### src/rtl/rle_pkg.sv
// rle_pkg: shared run-length nibble format used by the result encoder and the loader decoder.
package rle_pkg;
    localparam int RUN_W = 3;
    localparam logic [RUN_W-1:0] RUN_MAX = '1;
    localparam int NIB_PER_WORD = 8;
    typedef struct packed {
        logic             val;
        logic [RUN_W-1:0] len;
    } nibble_t;
    typedef enum logic [1:0] {IDLE, SCAN, FLUSH, EMIT} state_t;
endpackage

### src/rtl/rle_result_encoder_packer.sv
// rle_nibble_packer: collects committed nibbles MSB slot first; unwritten slots stay zero as padding.
module rle_nibble_packer
    import rle_pkg::*;
#(
    parameter int WORD_W = 32
) (
    input  logic              clk,
    input  logic              rst,
    input  logic              i_commit,
    input  nibble_t           i_nib,
    input  logic              i_clear,
    output logic [WORD_W-1:0] o_data,
    output logic              o_fill,
    output logic              o_empty
);
    localparam int NIB = WORD_W / 4;
    localparam int CW  = $clog2(NIB) + 1;
    logic [CW-1:0]     r_cnt;
    logic [WORD_W-1:0] r_acc;
    always_ff @(posedge clk) begin
        if (rst || i_clear) begin
            r_acc <= '0;
            r_cnt <= '0;
        end else if (i_commit) begin
            r_acc[WORD_W-1-4*r_cnt -: 4] <= i_nib;
            r_cnt                        <= r_cnt + 1'b1;
        end
    end
    assign o_data  = r_acc;
    assign o_fill  = i_commit && (r_cnt == CW'(NIB - 1));
    assign o_empty = (r_cnt == '0);
endmodule

### src/rtl/rle_result_encoder.sv
// rle_result_encoder: packs raw result words into run-length nibble words for the host link.
module rle_result_encoder
    import rle_pkg::*;
#(
    parameter int WORD_W = 32
) (
    input  logic              clk,
    input  logic              rst,
    input  logic [WORD_W-1:0] in_data,
    input  logic              in_valid,
    input  logic              in_last,
    output logic              in_ready,
    output logic [WORD_W-1:0] out_data,
    output logic              out_valid,
    output logic              out_last,
    input  logic              out_ready,
    output logic              busy
);
    localparam int PW = $clog2(WORD_W);
    state_t            r_state, r_ret;
    logic [WORD_W-1:0] r_word;
    logic              r_last, r_out_last;
    logic [PW-1:0]     r_ptr;
    nibble_t           r_run;
    logic              w_bit, w_ext, w_end, w_commit, w_fill, w_empty, w_clear;
    state_t            w_next;
    assign w_bit    = r_word[WORD_W-1-r_ptr];
    assign w_ext    = (r_run.len != '0) && (w_bit == r_run.val) && (r_run.len != RUN_MAX);
    assign w_end    = (r_ptr == PW'(WORD_W - 1));
    assign w_commit = (r_state == FLUSH) || ((r_state == SCAN) && (r_run.len != '0) && !w_ext);
    assign w_clear  = (r_state == EMIT) && out_ready;
    assign w_next   = w_end ? (r_last ? FLUSH : IDLE) : SCAN;
    rle_nibble_packer #(.WORD_W(WORD_W)) u_packer (
        .clk      (clk),
        .rst      (rst),
        .i_commit (w_commit),
        .i_nib    (r_run),
        .i_clear  (w_clear),
        .o_data   (out_data),
        .o_fill   (w_fill),
        .o_empty  (w_empty)
    );
    always_ff @(posedge clk) begin
        if (rst) begin
            r_state    <= IDLE;
            r_ret      <= IDLE;
            r_word     <= '0;
            r_last     <= 1'b0;
            r_out_last <= 1'b0;
            r_ptr      <= '0;
            r_run      <= '0;
        end else begin
            case (r_state)
                IDLE: if (in_valid) begin
                    r_word  <= in_data;
                    r_last  <= in_last;
                    r_ptr   <= '0;
                    r_state <= SCAN;
                end
                SCAN: begin
                    // a committed run is replaced by the current bit, so EMIT can resume mid-word
                    r_run   <= w_ext ? nibble_t'{r_run.val, r_run.len + 1'b1} : nibble_t'{w_bit, RUN_W'(1)};
                    r_ptr   <= r_ptr + 1'b1;
                    r_ret   <= w_next;
                    r_state <= w_fill ? EMIT : w_next;
                end
                FLUSH: begin
                    r_run      <= '0;
                    r_last     <= 1'b0;
                    r_out_last <= 1'b1;
                    r_ret      <= IDLE;
                    r_state    <= EMIT;
                end
                EMIT: if (out_ready) begin
                    r_out_last <= 1'b0;
                    r_state    <= r_ret;
                end
            endcase
        end
    end
    assign in_ready  = (r_state == IDLE);
    assign out_valid = (r_state == EMIT);
    assign out_last  = r_out_last;
    assign busy      = (r_state != IDLE) || (r_run.len != '0) || !w_empty;
endmodule

### config.mk
export PLATFORM = sky130hd
export DESIGN_NAME = rle_result_encoder
export DESIGN_NICKNAME = d
export VERILOG_FILES = /design/src/rtl/rle_pkg.sv /design/src/rtl/rle_result_encoder_packer.sv /design/src/rtl/rle_result_encoder.sv
export SDC_FILE = /design/constraint.sdc
export NUM_CORES = 1
export LEC_CHECK = 0
export ABC_CLOCK_PERIOD_IN_PS = 2500
export CAP_MARGIN = 20
export CELL_PAD_IN_SITES_DETAIL_PLACEMENT = 0
export CELL_PAD_IN_SITES_GLOBAL_PLACEMENT = 1
export CORE_UTILIZATION = 39
export CTS_CLUSTER_SIZE = 8
export DETAILED_ROUTE_END_ITERATION = 7
export PLACE_DENSITY_LB_ADDON = 0.08
export SLEW_MARGIN = 0
export SYNTH_ARGS = -nofsm -noshare
export SYNTH_HDL_FRONTEND = slang
export SYNTH_SLANG_ARGS = --single-unit
### constraint.sdc
create_clock -name clk -period 2.5 [get_ports clk]
set_input_delay 0.375 -clock clk [delete_from_list [all_inputs] [get_ports clk]]
set_output_delay 0.375 -clock clk [all_outputs]
set_load 0.03 [all_outputs]
==> metrics.md, run 1 <==
| Metric | Value |
|---|---|
| YS warnings | `0` |
| Hold Path Class | `reg2reg` |
| Max stage delay on crit path | `580 ps` |
| CP arrival | `2640 ps` |
| Routed Antenna Nets | `0` |
| CP max FO | `5` |
| Synthesis-to-layout area growth | `27.5%` |
| Slew headroom | `63.2%` |
| Design area | `4930 sq um` |
| Critical Setup Path Class | `reg2reg` |
| Most instantiated cells after synthesis | `117 x nand2_1, 83 x dfxtp_1, 50 x a21oi_1, 50 x mux2i_1, 18 x clkbuf_1` |
| Gr ovfl total | `0` |
| Vias in the first global route | `3150` |
| Int Pwr | `0.00193 W` |
| Combinational power share | `14.4%` |
| Via density | `5.07` |
| H-tree levels | `3` |
| Synth unique cells | `42` |
| Critical path's most frequent cell | `mux2i_1` |
| Ys flop type | `dfxtp_1` |
| Later-pin clock latency in the skew report | `360 ps` |
| Synth async-reset ratio | `0%` |
| Post-Syn Nets | `497` |
| GRT Overall Usage | `18.9%` |
| Tcrit/Tclk final | `96.2%` |
| Net Switching | `0.000778 W` |
| Synth Cell Area | `3860 sq um` |
| GPL Wtd Cong | `0.753` |
| Port buffer count | `72` |
| Die height | `102 um` |
| Gate Count Post-Synth | `449` |
| Crit-path cells | `buf_4 > mux2i_1 > a22oi_1 > nand3_2 > nand4_4 > mux2_4 > or4_4 > mux2i_1` |
| Worst path required time | `2730 ps` |
| Slew @ Worst Pin | `547 ps` |
| Final Hold Viols | `0` |
| Longest Clk Path Bufs | `2` |
| Top-count cell post-synth | `nand2_1` |
| Core Area | `9420 sq um` |
| CTS sink cnt | `83` |
| CTS tree | `done` |
| First-pass GRT wire length | `15.2 mm` |
| Fin. max-slew vios | `0` |
| Grt met1 use | `27.9%` |
| TritonCTS Buffers | `9` |
| M2 GR Usage | `27.3%` |
| Setup violations, final | `0` |
| Starting Density | `41.0%` |
| Final min period | `2400 ps` |
| Grt peak-use layer | `met1` |
| Largest net degree at the start of global routing | `49` |
| Top cell type's share of synthesized area | `43.0%` |
| Slowest CP cell | `or4_4` |
| Final core occ | `52.3%` |
| Startpoint Class | `flip-flop` |
| Vias | `3306` |
| Yosys reg bits | `83` |
| Clock power frac | `33.9%` |
| ANT cells | `0` |
| Post-synth EDFFs | `0` |
| Max VDD drop | `0.272 mV` |
| Status | `complete, no violations` |
| Synth top area cells | `dfxtp_1 43%, mux2i_1 13%, nand2_1 11%` |
| Reg power frac | `51.7%` |
| Top Ports | `73` |
| Average size of a mapped cell | `8.61 sq um` |
| Area of the die | `10300 sq um` |
| Max cap viols | `0` |
| Sequential-to-total area share from yosys stat | `43.0%` |
| Critical path capture point type | `flip-flop` |
| # rows | `35` |
| Leak pwr | `1.81 nW` |
| Initial antenna violation count | `0` |
| Placed cells | `636` |
| Non-Filler Instances | `652` |
| Final nets | `566` |
| Synth area leader | `dfxtp_1` |
| Clk pin slew, worst setup/hold paths | `80 ps` |
| Area post-placement | `4730 sq um` |
| Skew final | `11.6 ps` |
| Switching Share | `28.7%` |
| Drc violations | `0` |
| WL per Instance | `14.1 um` |
| Die Span X | `102 um` |
| Final wirelength | `9.17 mm` |
| Setup Total Neg Slack | `0 ps` |
| Post-DP HPWL | `6.46 mm` |
| Fmax | `416 MHz` |
| RSZ-0062 raised after global routing | `no` |
| M3 GR Usage | `3.59%` |
| Pre-antenna DRT Iters | `4` |
| Root buf cell | `clkbuf_8` |
| Iter 0 DRT Violations | `139` |
| Pwr dens | `549 nW/um^2` |
| Layout cells sized above 1 | `8.99%` |
## kinds of logic after synthesis
logic type	after synthesis	synth area share (%)
adders and majority gates	11	3.56
muxes	51	13.3
DFF	83	43.0
AOI/OAI and AO/OA	78	11.8
xor gates and xnor gates	1	0.227
and+or+nand+nor	185	23.5
buffers and inverters	40	4.63
## layout by cell type, fill, tap and decap left out, types with 6 or more instances in the layout
cell type / synthesis / routed
clkdlybuf4s50_1: 0 / 71
inv_1: 13 / 13
nand2_1: 117 / 117
o21ai_0: 6 / 6
dfxtp_1: 83 / 83
a22oi_1: 6 / 6
clkbuf_8: 0 / 10
nor3_4: 7 / 7
a21oi_1: 50 / 48
ha_1: 11 / 11
mux2i_1: 50 / 50
buf_4: 1 / 12
nand3_1: 15 / 15
nor2_1: 17 / 17
## per-layer routing
| layer | up-vias | routed length, um |
|---|---|---|
| li1 | 1665 | - |
| met1 | 1565 | 4810 |
| met2 | 65 | 3920 |
| met3 | 11 | 310 |
| met4 | 0 | 129 |
| met5 | - | 0 |
## registers in the layout, summed over array words and instances (netlist names)
register,count
u_packer.o_data,32
r_ret,2
r_run,4
r_ptr,5
out_last,1
r_word,32
r_last,1
u_packer.r_cnt,4
r_state,2
## repair_timing
item / 4_1_cts / 5_1_grt
gates resized for setup: 0 / 2
hold buffers: 0 / 0
setup buffers: 0 / 0
setup endpoints to repair: 0 / 25
endpoints found under the hold margin: 0 / 0
## final cells by class
class,count,area [sq um]
Inverter,13,48.8
Clock buffer,10,138
Timing Repair Buffer,85,833
Sequential cell,83,1660
Tap cell,129,161
Clock inverter,6,47.5
Fill cell,901,4490
Multi-Input combinational cell,326,2040
## metrics by stage
stage,setup slack [ps],hold WS (ps),total power [W]
floorplan,192,436,0.00167
global placement,169,443,0.00182
detailed placement,81.3,446,0.00182
CTS,47.0,458,0.00274
global route,32.4,480,0.00284
finish,96.0,458,0.00271
## final timing paths
check	startpoint	slack, ps	endpoint	cells past startpoint
max	r_ptr[1]	100	u_packer.o_data[1]	8
min	r_word[7]	460	r_word[7]	2
min reg2reg	r_word[7]	460	r_word[7]	2
max reg2reg	r_ptr[1]	100	u_packer.o_data[1]	8
## worst max-delay path, delay by kind of cell (launching register included)
kind / cells / cell delay [ps]
AND/OR/NAND/NOR: 3 / 800
multiplexers: 3 / 790
flip-flops: 1 / 390
buffers and inverters: 1 / 180
AO/OA/AOI/OAI: 1 / 120
## power by group through the flow
| stage | registers (W) | clock network (W) | logic (W) |
|---|---|---|---|
| after global placement | 0.00143 | 0 | 0.000388 |
| after CTS | 0.00140 | 0.000945 | 0.000394 |
| after floorplan | 0.00142 | 0 | 0.000256 |
| after global routing | 0.00141 | 0.000996 | 0.000433 |
| final | 0.00140 | 0.000918 | 0.000389 |
| after detailed placement | 0.00143 | 0 | 0.000392 |
Power figures use the tool's default switching activity.
==> run 2, diff against run 1 <==
- SETUP_SLACK_MARGIN: unset -> 0.2
==> run 2 against run 1 <==
Against the previous run:
- non-clock buffer count rose by 2
- die area is the same
- cell count rose by 0.31%
- via count fell by 0.85%
- power grew 6.7%
- critical endpoint is now u_packer.o_data[4]
- largest cell class unchanged
==> metrics.md, run 2 (synthesized netlist as in run 1, its figures left out) <==
| Metric | Value |
|---|---|
| Status | `complete, no violations` |
| Reg power frac | `48.6%` |
| Skew final | `12.9 ps` |
| Worst path required time | `2780 ps` |
| Reg2reg end | `u_packer.o_data[4]` |
| CP max FO | `11` |
| Slew headroom | `57.4%` |
| GRT Overall Usage | `18.8%` |
| Final min period | `2260 ps` |
| Top Ports | `73` |
| Final nets | `568` |
| Gr ovfl total | `0` |
| Post-DP HPWL | `6.49 mm` |
| Pwr Total | `0.00289 W` |
| Starting Density | `41.0%` |
| Reg2Reg Setup Slack | `240 ps` |
| Placed cells | `637` |
| Via density | `5.01` |
| Pwr dens | `575 nW/um^2` |
| Iter 0 DRT Violations | `154` |
| TritonCTS Buffers | `9` |
| Clock power frac | `37.4%` |
| WL per Instance | `13.9 um` |
| Area occupied by multi-input gates | `2070 sq um` |
| Most frequent cells in the layout | `117 x nand2_1, 80 x dfxtp_1, 70 x clkdlybuf4s50_1, 48 x a21oi_1, 46 x mux2i_1` |
| Number of fillers in the final layout | `901` |
| CP startpoint | `r_ptr[1]` |
| Clk pin slew, worst setup/hold paths | `90 ps` |
| Routed Antenna Nets | `0` |
| Critical Setup Path Class | `reg2reg` |
| Non-Filler Instances | `654` |
| Final Hold Viols | `0` |
| Initial antenna violation count | `0` |
| Port buffer count | `72` |
| Startpoint Class | `flip-flop` |
| Worst hold start | `r_word[12]` |
| RSZ-0062 raised after global routing | `yes` |
| Net Switching | `0.000774 W` |
| Hold Path Class | `reg2reg` |
| Commonest non-fill, non-tap cell in the layout | `nand2_1` |
| Die Span X | `102 um` |
| Worst Setup EP | `u_packer.o_data[4]` |
| Hold_ws | `460 ps` |
| CTS sink cnt | `83` |
| Final wirelength | `9.11 mm` |
| H-tree levels | `3` |
| Worst R2R Start | `r_ptr[1]` |
| Worst r2r path cells | `9` |
| # rows | `35` |
| Hold buffer count at cts | `0` |
| Core Area | `9420 sq um` |
| Area of the die | `10300 sq um` |
| Critical path capture point type | `flip-flop` |
| Tcrit/Tclk final | `90.3%` |
| Leak pwr | `1.86 nW` |
| Fin. max-slew vios | `0` |
| Longest Clk Path Bufs | `2` |
| Register Area | `1670 sq um` |
| Later-pin clock latency in the skew report | `350 ps` |
| Setup violations, final | `0` |
| Slew @ Worst Pin | `637 ps` |
| Max cap viols | `0` |
| GPL Wtd Cong | `0.800` |
| Layout cells sized above 1 | `10.7%` |
| Fmax | `443 MHz` |
| Largest net degree at the start of global routing | `49` |
| CTS tree | `done` |
| Vias | `3278` |
| First-pass GRT wire length | `15.4 mm` |
| ANT cells | `0` |
| Setup Total Neg Slack | `0 ps` |
| Switching Share | `26.8%` |
| Combinational power share | `14.0%` |
| Int Pwr | `0.00211 W` |
| Drc violations | `0` |
| Die height | `102 um` |
| Synthesis-to-layout area growth | `30.0%` |
| CP arrival | `2540 ps` |
| Max VDD drop | `0.212 mV` |
| Vias in the first global route | `3162` |
| Root buf cell | `clkbuf_8` |
| Pre-antenna DRT Iters | `4` |
-- run 2: worst min-delay path by stage --
stage	endpoint	depth (start not counted)	slack, ps
2_1_floorplan	r_word[10]	2	440
3_3_place_gp	u_packer.o_data[15]	2	450
3_5_place_dp	r_word[3]	2	450
4_1_cts	r_word[3]	2	460
5_1_grt	r_word[13]	2	480
6_report	r_word[12]	2	460
-- run 2: layer usage --
metal  track usage [%]  vias up  part of all wire, %
met5                 0        -                    0
met4              6.69        0                  1.1
met3              3.04       10                  3.0
met2              26.7       60                   42
met1              28.5     1529                   54
li1                  -     1679                    -
-- run 2: power groups by stage --
stage                     sequential [W]  combinational, W  clock [W]
after floorplan                  0.00142          0.000256          0
after global placement           0.00143          0.000388          0
after detailed placement         0.00143          0.000392          0
after CTS                        0.00140          0.000392    0.00111
after global routing             0.00141          0.000447    0.00117
final                            0.00140          0.000406    0.00108
-- run 2: metrics by stage --
stage,setup WS [ps],instance area [sq um],utilization [%]
6_report,243,5020,53.4
5_1_grt,145,5020,53.4
3_3_place_gp,158,4740,50.4
3_5_place_dp,93.5,4740,50.4
4_1_cts,227,4970,52.7
2_1_floorplan,204,3870,-
-- run 2: timing repair --
action / CTS / global route
gates cloned: 0 / 0
pin swaps: 6 / 5
endpoints found under the setup margin: 26 / 26
buffers inserted: 0 / 1
gates resized for setup: 3 / 12
-- run 2: layout make-up --
type                            count  share of cell area, %
Clock buffer                        9                   2.47
Clock inverter                      7                   1.97
Inverter                           13                  0.971
Multi-Input combinational cell    326                   41.2
Sequential cell                    83                   33.2
Tap cell                          129                   3.21
Timing Repair Buffer               87                   17.0
-- run 2: worst max-delay path: stages (launching register included) --
cell	delay, ps
dfxtp_4	370
buf_12	150
mux2i_1	120
a211oi_1	220
nand3_1	160
nand4_4	110
mux2_4	340
buf_4	160
nor3_4	320
mux2i_1	230
